### src/rtl/riscv_fetch_pkg.sv
// Shared fetch-stage definitions: FSM state encoding, reset/bubble constants and the
// redirect-cause encoding shared with EX and the BTB.
package riscv_fetch_pkg;

  typedef enum logic [1:0] {
    StBoot  = 2'd0,
    StRun   = 2'd1,
    StStall = 2'd2,
    StHalt  = 2'd3
  } fetch_state_e;

  typedef enum logic [1:0] {
    RedirNone = 2'd0,
    RedirBr   = 2'd1,
    RedirJalr = 2'd2
  } redirect_cause_e;

  // addi x0, x0, 0
  localparam logic [31:0] NopInst        = 32'h0000_0013;
  localparam logic [31:0] ResetPcDefault = 32'h0000_0000;

  // Instruction addresses must be word aligned; anything else stops fetch.
  function automatic logic is_misaligned(input logic [31:0] addr);
    return addr[1:0] != 2'b00;
  endfunction

endpackage

### src/rtl/fetch_perf_ctr.sv
// Fetch-stage performance counters (only instantiated when FETCH_PERF_EN is defined).
// Ports:
//   clk, rst_n            clock, synchronous active-low reset
//   fetch_inc             IF/ID loaded a valid instruction this cycle
//   flush_inc             a flush or JALR redirect was accepted this cycle
//   stall_inc             fetch FSM sat in its stall state this cycle
//   fetch_cnt/flush_cnt/stall_cnt   32-bit wrapping counts
module fetch_perf_ctr (
  input  logic        clk,
  input  logic        rst_n,
  input  logic        fetch_inc,
  input  logic        flush_inc,
  input  logic        stall_inc,
  output logic [31:0] fetch_cnt,
  output logic [31:0] flush_cnt,
  output logic [31:0] stall_cnt
);

  logic [31:0] fetch_q, flush_q, stall_q;

  always_ff @(posedge clk) begin
    if (!rst_n) begin
      fetch_q <= 32'd0;
      flush_q <= 32'd0;
      stall_q <= 32'd0;
    end else begin
      if (fetch_inc) fetch_q <= fetch_q + 32'd1;
      if (flush_inc) flush_q <= flush_q + 32'd1;
      if (stall_inc) stall_q <= stall_q + 32'd1;
    end
  end

  assign fetch_cnt = fetch_q;
  assign flush_cnt = flush_q;
  assign stall_cnt = stall_q;

endmodule

### src/rtl/fetch_unit.sv
// IF stage: owns the PC, issues the I-cache read, and drives the IF/ID register.
// Takes next-PC/taken/flush from the branch predictor and JALR redirects from EX.
// Optional counters are built when FETCH_PERF_EN is defined; otherwise perf ports read 0.
// Ports:
//   clk, rst_n                      clock, synchronous active-low reset
//   mem_stall_i                     memory busy: whole stage frozen
//   hazard_stall_i                  load-use stall: hold PC and IF/ID
//   ic_ren_o, ic_addr_o, ic_rdata_i I-cache request / address / returned instruction
//   btb_pc_o                        current PC to the predictor
//   btb_next_pc_i, btb_taken_i      predicted next PC and direction
//   btb_flush_i                     mispredict; btb_next_pc_i is the corrected PC
//   jalr_redirect_i, jalr_target_i  resolved JALR from EX
//   id_valid_o, id_pc_o, id_inst_o, id_pred_taken_o   IF/ID register
//   halt_o                          fetch stopped on a misaligned redirect target
//   perf_fetch_o, perf_flush_o, perf_stall_o          performance counters
module fetch_unit
  import riscv_fetch_pkg::*;
#(
  parameter logic [31:0] RESET_PC = ResetPcDefault,
  parameter logic [31:0] NOP_INST = NopInst
) (
  input  logic        clk,
  input  logic        rst_n,
  input  logic        mem_stall_i,
  input  logic        hazard_stall_i,
  output logic        ic_ren_o,
  output logic [31:0] ic_addr_o,
  input  logic [31:0] ic_rdata_i,
  output logic [31:0] btb_pc_o,
  input  logic [31:0] btb_next_pc_i,
  input  logic        btb_taken_i,
  input  logic        btb_flush_i,
  input  logic        jalr_redirect_i,
  input  logic [31:0] jalr_target_i,
  output logic        id_valid_o,
  output logic [31:0] id_pc_o,
  output logic [31:0] id_inst_o,
  output logic        id_pred_taken_o,
  output logic        halt_o,
  output logic [31:0] perf_fetch_o,
  output logic [31:0] perf_flush_o,
  output logic [31:0] perf_stall_o
);

  fetch_state_e    state_q, state_d;
  logic [31:0]     pc_q, pc_d;
  logic            id_valid_q, id_valid_d;
  logic [31:0]     id_pc_q, id_pc_d;
  logic [31:0]     id_inst_q, id_inst_d;
  logic            id_pred_q, id_pred_d;
  redirect_cause_e cause;
  logic [31:0]     redir_target;

  always_ff @(posedge clk) begin
    if (!rst_n) begin
      state_q    <= StBoot;
      pc_q       <= RESET_PC;
      id_valid_q <= 1'b0;
      id_pc_q    <= 32'd0;
      id_inst_q  <= NOP_INST;
      id_pred_q  <= 1'b0;
    end else begin
      state_q    <= state_d;
      pc_q       <= pc_d;
      id_valid_q <= id_valid_d;
      id_pc_q    <= id_pc_d;
      id_inst_q  <= id_inst_d;
      id_pred_q  <= id_pred_d;
    end
  end

  always_comb begin
    state_d      = state_q;
    pc_d         = pc_q;
    id_valid_d   = id_valid_q;
    id_pc_d      = id_pc_q;
    id_inst_d    = id_inst_q;
    id_pred_d    = id_pred_q;
    cause        = RedirNone;
    redir_target = pc_q;

    // Flush outranks JALR; both at once is a protocol error caught below.
    if (btb_flush_i) begin
      cause        = RedirBr;
      redir_target = btb_next_pc_i;
    end else if (jalr_redirect_i) begin
      cause        = RedirJalr;
      redir_target = jalr_target_i;
    end

    case (state_q)
      StBoot: state_d = StRun;
      // The cycle mem_stall_i drops out of StStall is an ordinary run cycle.
      StRun, StStall: begin
        if (mem_stall_i) begin
          state_d = StStall;
        end else begin
          state_d = StRun;
          if (cause != RedirNone) begin
            // Redirect squashes IF/ID even under hazard_stall_i: that instruction is younger.
            id_valid_d = 1'b0;
            id_inst_d  = NOP_INST;
            id_pred_d  = 1'b0;
            if (is_misaligned(redir_target)) begin
              state_d = StHalt;
            end else begin
              pc_d = redir_target;
            end
          end else if (!hazard_stall_i) begin
            pc_d       = btb_next_pc_i;
            id_valid_d = 1'b1;
            id_pc_d    = pc_q;
            id_inst_d  = ic_rdata_i;
            id_pred_d  = btb_taken_i;
          end
        end
      end
      StHalt:  state_d = StHalt;
      default: state_d = StHalt;
    endcase
  end

  assign ic_ren_o        = (state_q == StRun) || (state_q == StStall);
  assign ic_addr_o       = pc_q;
  assign btb_pc_o        = pc_q;
  assign halt_o          = (state_q == StHalt);
  assign id_valid_o      = id_valid_q && (state_q != StHalt);
  assign id_pc_o         = id_pc_q;
  assign id_inst_o       = id_inst_q;
  assign id_pred_taken_o = id_pred_q;

`ifdef FETCH_PERF_EN
  logic run_cycle;
  logic fetch_inc, flush_inc, stall_inc;

  assign run_cycle = ((state_q == StRun) || (state_q == StStall)) && !mem_stall_i;
  assign fetch_inc = run_cycle && !btb_flush_i && !jalr_redirect_i && !hazard_stall_i;
  assign flush_inc = run_cycle && (btb_flush_i || jalr_redirect_i);
  assign stall_inc = (state_q == StStall);

  fetch_perf_ctr u_perf (
    .clk       (clk),
    .rst_n     (rst_n),
    .fetch_inc (fetch_inc),
    .flush_inc (flush_inc),
    .stall_inc (stall_inc),
    .fetch_cnt (perf_fetch_o),
    .flush_cnt (perf_flush_o),
    .stall_cnt (perf_stall_o)
  );
`else
  assign perf_fetch_o = 32'd0;
  assign perf_flush_o = 32'd0;
  assign perf_stall_o = 32'd0;
`endif

`ifndef SYNTHESIS
  redirect_exclusive_a: assert property (@(posedge clk) disable iff (!rst_n)
    !(btb_flush_i && jalr_redirect_i));
`endif

endmodule

### config.mk
export PLATFORM = sky130hd
export DESIGN_NAME = fetch_unit
export DESIGN_NICKNAME = d
export VERILOG_FILES = /design/src/rtl/riscv_fetch_pkg.sv /design/src/rtl/fetch_perf_ctr.sv /design/src/rtl/fetch_unit.sv
export SDC_FILE = /design/constraint.sdc
export NUM_CORES = 1
export LEC_CHECK = 0
export CAP_MARGIN = 25
export CORE_AREA = 2 2 130 132
export CTS_BUF_LIST = sky130_fd_sc_hd__clkbuf_4 sky130_fd_sc_hd__clkbuf_8
export CTS_CLUSTER_DIAMETER = 40
export CTS_CLUSTER_SIZE = 25
export DETAILED_ROUTE_END_ITERATION = 8
export DIE_AREA = 0 0 132 134
export DONT_BUFFER_PORTS = 1
export PLACE_DENSITY = 0.5
export SETUP_SLACK_MARGIN = 0.4
export SYNTH_ARGS = -nofsm -noshare
export SYNTH_HDL_FRONTEND = slang
export SYNTH_HIERARCHICAL = 1
export SYNTH_SLANG_ARGS = --single-unit
### constraint.sdc
create_clock -name clk -period 2.3 [get_ports clk]
set_input_delay 0.23 -clock clk [delete_from_list [all_inputs] [get_ports clk]]
set_output_delay 0.23 -clock clk [all_outputs]
set_load 0.01 [all_outputs]
After elaboration in Yosys (flattened, before gate mapping)
Cells that the tools add are included.
{ "word_totals": {"register_bits": 100, "in_bits": 103, "out_inout_bits": 228, "wordCells": 44} }
{ "op_classes": {"n_eq_ne": 7, "n_mux": 17, "n_bitwise": 3, "n_reduce_logical": 10} }
{ "ops": {"columns": ["op", "n"], "rows": [
  ["32-bit 2-to-1 mux", 7],
  ["2-bit 2-to-1 mux", 5],
  ["4-bit AND reduction", 2],
  ["2-bit case mux with 3 select lines", 1],
  ["5-bit AND reduction", 1],
  ["2-bit == test (second input constant)", 2],
  ["1-bit 2-to-1 mux", 4],
  ["2-bit inequality test (second input constant)", 2],
  ["2-bit nonzero test", 2],
  ["3-bit inequality test (second input constant)", 1],
  ["1-bit NOT", 3],
  ["3-bit AND reduction", 1],
  ["2-bit by 1-bit == test with 1-bit output (second input constant)", 1],
  ["2-bit logical NOT", 1],
  ["2-bit by 1-bit inequality test with 1-bit output (second input constant)", 1],
  ["2-bit OR reduction", 1],
  ["1-bit logical AND", 1],
  ["1-bit logical OR", 1]
]} }

Longest topological paths before layout
{ "depth": {"word_depth": 7, "mapped_depth": 8, "depth_no_buf": 6} }

Least setup slack after synthesis
Ideal clock, no wire load.
{ "synth_timing": {"path_type": "register to register", "startpoint": "register state_q[0]", "endpoint": "register pc_q[2], in the netlist btb_pc_o[2]", "setup_ps": 146, "arrival_time_ps": 1765, "required_ps": 2154, "setup_slack_ps": 389, "path_stages_with_launch": 7, "synth_period_minus_slack_ps": 1911, "path_cell_list": "dfxtp_1 -> inv_1 -> ha_1 -> nand2b_1 -> a2111oi_4 -> buf_4 -> a211oi_2"} }
{ "synth_between": {"elab_chain_len": 3} }
{ "synth_rtl": {"columns": ["element", "line", "text"], "rows": [
  ["start, declared", "fetch_unit.sv:45", "fetch_state_e state_q, state_d;"],
  ["start signal, assigned", "fetch_unit.sv:56", "state_q <= StBoot;"],
  ["start signal, assigned", "fetch_unit.sv:63", "state_q <= state_d;"],
  ["2-bit by 1-bit == test with 1-bit output or 2-bit == test (tied branches)", "fetch_unit.sv:91", "case (state_q)"],
  ["2-bit OR reduction (*)", "fetch_unit.sv:91", null],
  ["5-bit AND reduction (no source line) (*)", null, null],
  ["end signal, assigned", "fetch_unit.sv:64", "pc_q <= pc_d;"],
  ["end, declared", "fetch_unit.sv:46", "logic [31:0] pc_q, pc_d;"]
]} }
Mark *: on every way between the ends. The rest lies on a longest branch, timed or not.
A chain may end at the register's enable or synchronous reset.

Final worst setup path
{ "layout_timing": {"startpoint": "register state_q[0]", "endpoint": "register id_inst_q[10], in the netlist id_inst_o[10]"} }
{ "layout_between": {"elab_chain_len": 3} }
{ "layout_rtl": {"columns": ["element", "line", "text"], "rows": [
  ["2-bit by 1-bit == test with 1-bit output or 2-bit == test (tied branches)", "fetch_unit.sv:91", null],
  ["2-bit OR reduction (*)", "fetch_unit.sv:91", null],
  ["3-bit AND reduction (no source line) (*)", null, null],
  ["end signal, assigned", "fetch_unit.sv:67", "id_inst_q <= id_inst_d;"],
  ["end, declared", "fetch_unit.sv:49", "logic [31:0] id_inst_q, id_inst_d;"]
]} }
Marked as above.

==> results.toml <==
[clock_network]
cts_buf_count = 9
cts.reportedPaths.clkPinSlew_ns = 0.10
largest_buffer_count_on_any_clock_path = 2
number_of_levels_the_h_tree_was_split_into = 3
tritoncts = "yes"
clock_sink_count = 100
cts.root.buffer_cell = "sky130_fd_sc_hd__clkbuf_8"
clock_latency_ns = 0.39

[grt]
grt_pass1_wl_um = 18500
largest_net_degree_at_the_start_of_global_routing = 59
globalRouteOverflowTotal = 0
grt_antenna_before_repair = 0
grt.total_usage_pct = 13.7
grt_pass1_vias = 3314

[detailed_routing]
final_antenna_net_count = 0
avgRoutedWirePerCell_um = 16.9
m1WireLength_um = 4810
routed-wl-met3_um = 1130
detail_route.iter0.violations = 99
num_vias = 3430
totalWireLength_um = 12900
met2_wirelength_um = 6740
route.detailed.drc = 0
post_drt_via_cell_ratio = 4.48
dr.pass1.iters = 5
highest-signal-layer = "met4"

[outcome]
run_status = "finished clean"

[synthesis]
netlist_instances = 546
number_of_storage_elements_in_the_synthesis_netlist = 100
number_of_flops_mapped_to_enable_cells_by_yosys = 0
yosys.area.top_type_share_pct = 40.9
ys_async_sr_fraction_pct = 0
synthDominantAreaCellType = "sky130_fd_sc_hd__dfxtp_1"
synth.area.top_cells = "sky130_fd_sc_hd__dfxtp_1 41%, sky130_fd_sc_hd__buf_4 20%, sky130_fd_sc_hd__a211oi_2 6.9%"
post_synth_instance_area_um2 = 4890
synth_area_per_cell_um2 = 8.96
synth-main-ff-cell = "sky130_fd_sc_hd__dfxtp_1"
ys_seq_area_share_pct = 40.9
ys.warnings.count = 6
yosysUniqueCellTypes = 29

[worst_setup_path]
crit_required_ns = 2.54
timing.reg2reg.setup_slack_ns = 0.49
setup.worst_path.class = "reg2reg"
worstPathCellList = "inv_1 -> ha_4 -> nand2b_4 -> or2_2 -> a22oi_1 -> nor2_1"
worstSetupStartpointType = "register"
max_stage_delay_ns = 0.54
crit_slowest_cell = "sky130_fd_sc_hd__or2_2"
worstPathMaxFanout = 30
cp-end-kind = "register"
cp.arrival_ns = 2.06

[floorplan]
row_count = 47
die_width_um = 132
design.portCount = 331
die_area_um2 = 17700
floorplan.initialDensity_pct = 30.0
floorplan.core_area_um2 = 16300
die_y_um = 134

[placed_design]
dp_slack_ns = 0.376
hpwl_um = 8350
dpl.cell_count = 709
final_weighted_congestion_in_routability_driven_placement = 0.741
numPortBuffers = 0

[timing]
max_freq_mhz = 551
relSlewSlack_pct = 50.5
final_count_of_pins_violating_max_slew = 0
setup_viol_count_final = 0
finalWorstPathRequiredPeriod_ns = 1.81
setup_tns_ns = 0
setup_repair_after_global_routing_missed_its_margin = "yes"
crit_share_post_route_pct = 78.9
timing_hold_violations_final = 0
worst_slew_pin_slew_ns = 0.742
final_critical_path_setup_slack_ns = 0.486
clock_skew_ns = 0.0185
worst_hold_slack_ns = 0.0192

[finish]
multi_input_gate_area_um2 = 2140
final-instance-count-excl-fill = 765
nets = 645
fillerInstances = 1674
syn2layout_area_growth_pct = 6.93
drive_gt1_share_pct = 12.8
register_area_um2 = 2000
final_cell_utilization_of_the_core_pct = 32.1
antenna-diode-count = 0

[worst_hold_path]
hold_class = "in2reg"

[pwr]
total_leakage_power_nw = 2.04
vdd_ir_max_mv = 0.289
powerDensity_nw_per_um2 = 703

[flow_run]
maxCapViolations = 0
repair_timing:
action	CTS	global route
hold buffers	34	0
setup endpoints to repair	18	93
pin swaps	1	0
gates resized for setup	0	6
cloned	2	2
hold endpoints to repair	34	0
setup buffers	1	1
Yosys cell counts, types with 2 or more instances:
cell,count
sky130_fd_sc_hd__buf_4,131
sky130_fd_sc_hd__dfxtp_1,100
sky130_fd_sc_hd__nand2_1,69
sky130_fd_sc_hd__nor2_1,66
sky130_fd_sc_hd__a21oi_1,34
sky130_fd_sc_hd__mux2i_1,31
sky130_fd_sc_hd__a22oi_1,30
sky130_fd_sc_hd__a211oi_2,27
sky130_fd_sc_hd__clkbuf_1,19
sky130_fd_sc_hd__buf_2,7
sky130_fd_sc_hd__a211oi_1,4
sky130_fd_sc_hd__buf_6,3
sky130_fd_sc_hd__inv_1,3
sky130_fd_sc_hd__o22ai_1,3
sky130_fd_sc_hd__ha_1,2
sky130_fd_sc_hd__nand2b_1,2
sky130_fd_sc_hd__nor2b_1,2
sky130_fd_sc_hd__nor3b_1,2
critical path: cells and delay by family (launching register included):
family	cells	cell delay, ns
simple gates	3	0.68
compound gates	1	0.27
buf+inv	1	0.06
flops	1	0.34
fa+ha+maj	1	0.31
cells in the final DEF, fill, tap and decap left out, types with 9 or more instances in the layout:
cell type,count
sky130_fd_sc_hd__dfxtp_1,98
sky130_fd_sc_hd__conb_1,96
sky130_fd_sc_hd__nand2_1,69
sky130_fd_sc_hd__nor2_1,66
sky130_fd_sc_hd__a21oi_1,34
sky130_fd_sc_hd__dlygate4sd3_1,34
sky130_fd_sc_hd__mux2i_1,31
sky130_fd_sc_hd__a22oi_1,30
sky130_fd_sc_hd__a211oi_2,28
sky130_fd_sc_hd__clkbuf_8,9
per-layer routing:
| layer | global-route usage [%] | vias up |
|---|---|---|
| li1 | - | 1593 |
| met1 | 14.3 | 1605 |
| met2 | 25.0 | 216 |
| met3 | 4.61 | 16 |
| met4 | 5.86 | 0 |
| met5 | 0 | - |
path summary, 6_finish.rpt:
path / startpoint / endpoint / cells past startpoint
worst min register to register: id_pc_o[19] / id_pc_o[19] / 2
worst min-delay path: rst_n / btb_pc_o[0] / 2
worst max-delay path: state_q[0] / id_inst_o[10] / 6
worst max register to register: state_q[0] / id_inst_o[10] / 6
cell type report:
type	instances	area share, %
Multi-Input combinational cell	377	41.0
Inverter	3	0.239
Tap cell	220	5.26
Timing Repair Buffer	49	10.8
Clock inverter	7	2.06
Sequential cell	100	38.3
Clock buffer	9	2.37
sequential cells by signal, summed over array words and instances (netlist names):
| signal | count |
|---|---|
| btb_pc_o | 32 |
| id_inst_o | 32 |
| id_pc_o | 32 |
| state_q | 2 |
| id_pred_taken_o | 1 |
| id_valid_q | 1 |
kinds of logic (layout without fill, tap and decap cells):
kind of cell / Yosys count / count (layout) / synth area share [%]
buffers and inverters: 164 / 68 / 23.3
and+or+nand+nor: 145 / 145 / 11.7
AOI/OAI and AO/OA: 103 / 103 / 17.2
DFF: 100 / 100 / 40.9
muxes: 31 / 31 / 6.34
adders and majority gates: 2 / 2 / 0.511
other: 1 / 96 / 0.0766
report_power, final:
part | internal [mW] | leakage (nW) | switching [mW]
Clock | 0.634 | 0.114 | 0.676
Sequential | 1.78 | 0.810 | 0.109
Combinational | 0.181 | 1.11 | 0.293
Total | 2.60 | 2.04 | 1.08
through the flow:
step / instance area [µm²] / power (mW)
after global routing: 5230 / 3.86
after CTS: 5150 / 3.71
after floorplan: 5280 / 2.41
final: 5230 / 3.68
after detailed placement: 4530 / 2.31
after global placement: 4530 / 2.30
(Power assumes the default switching activity.)
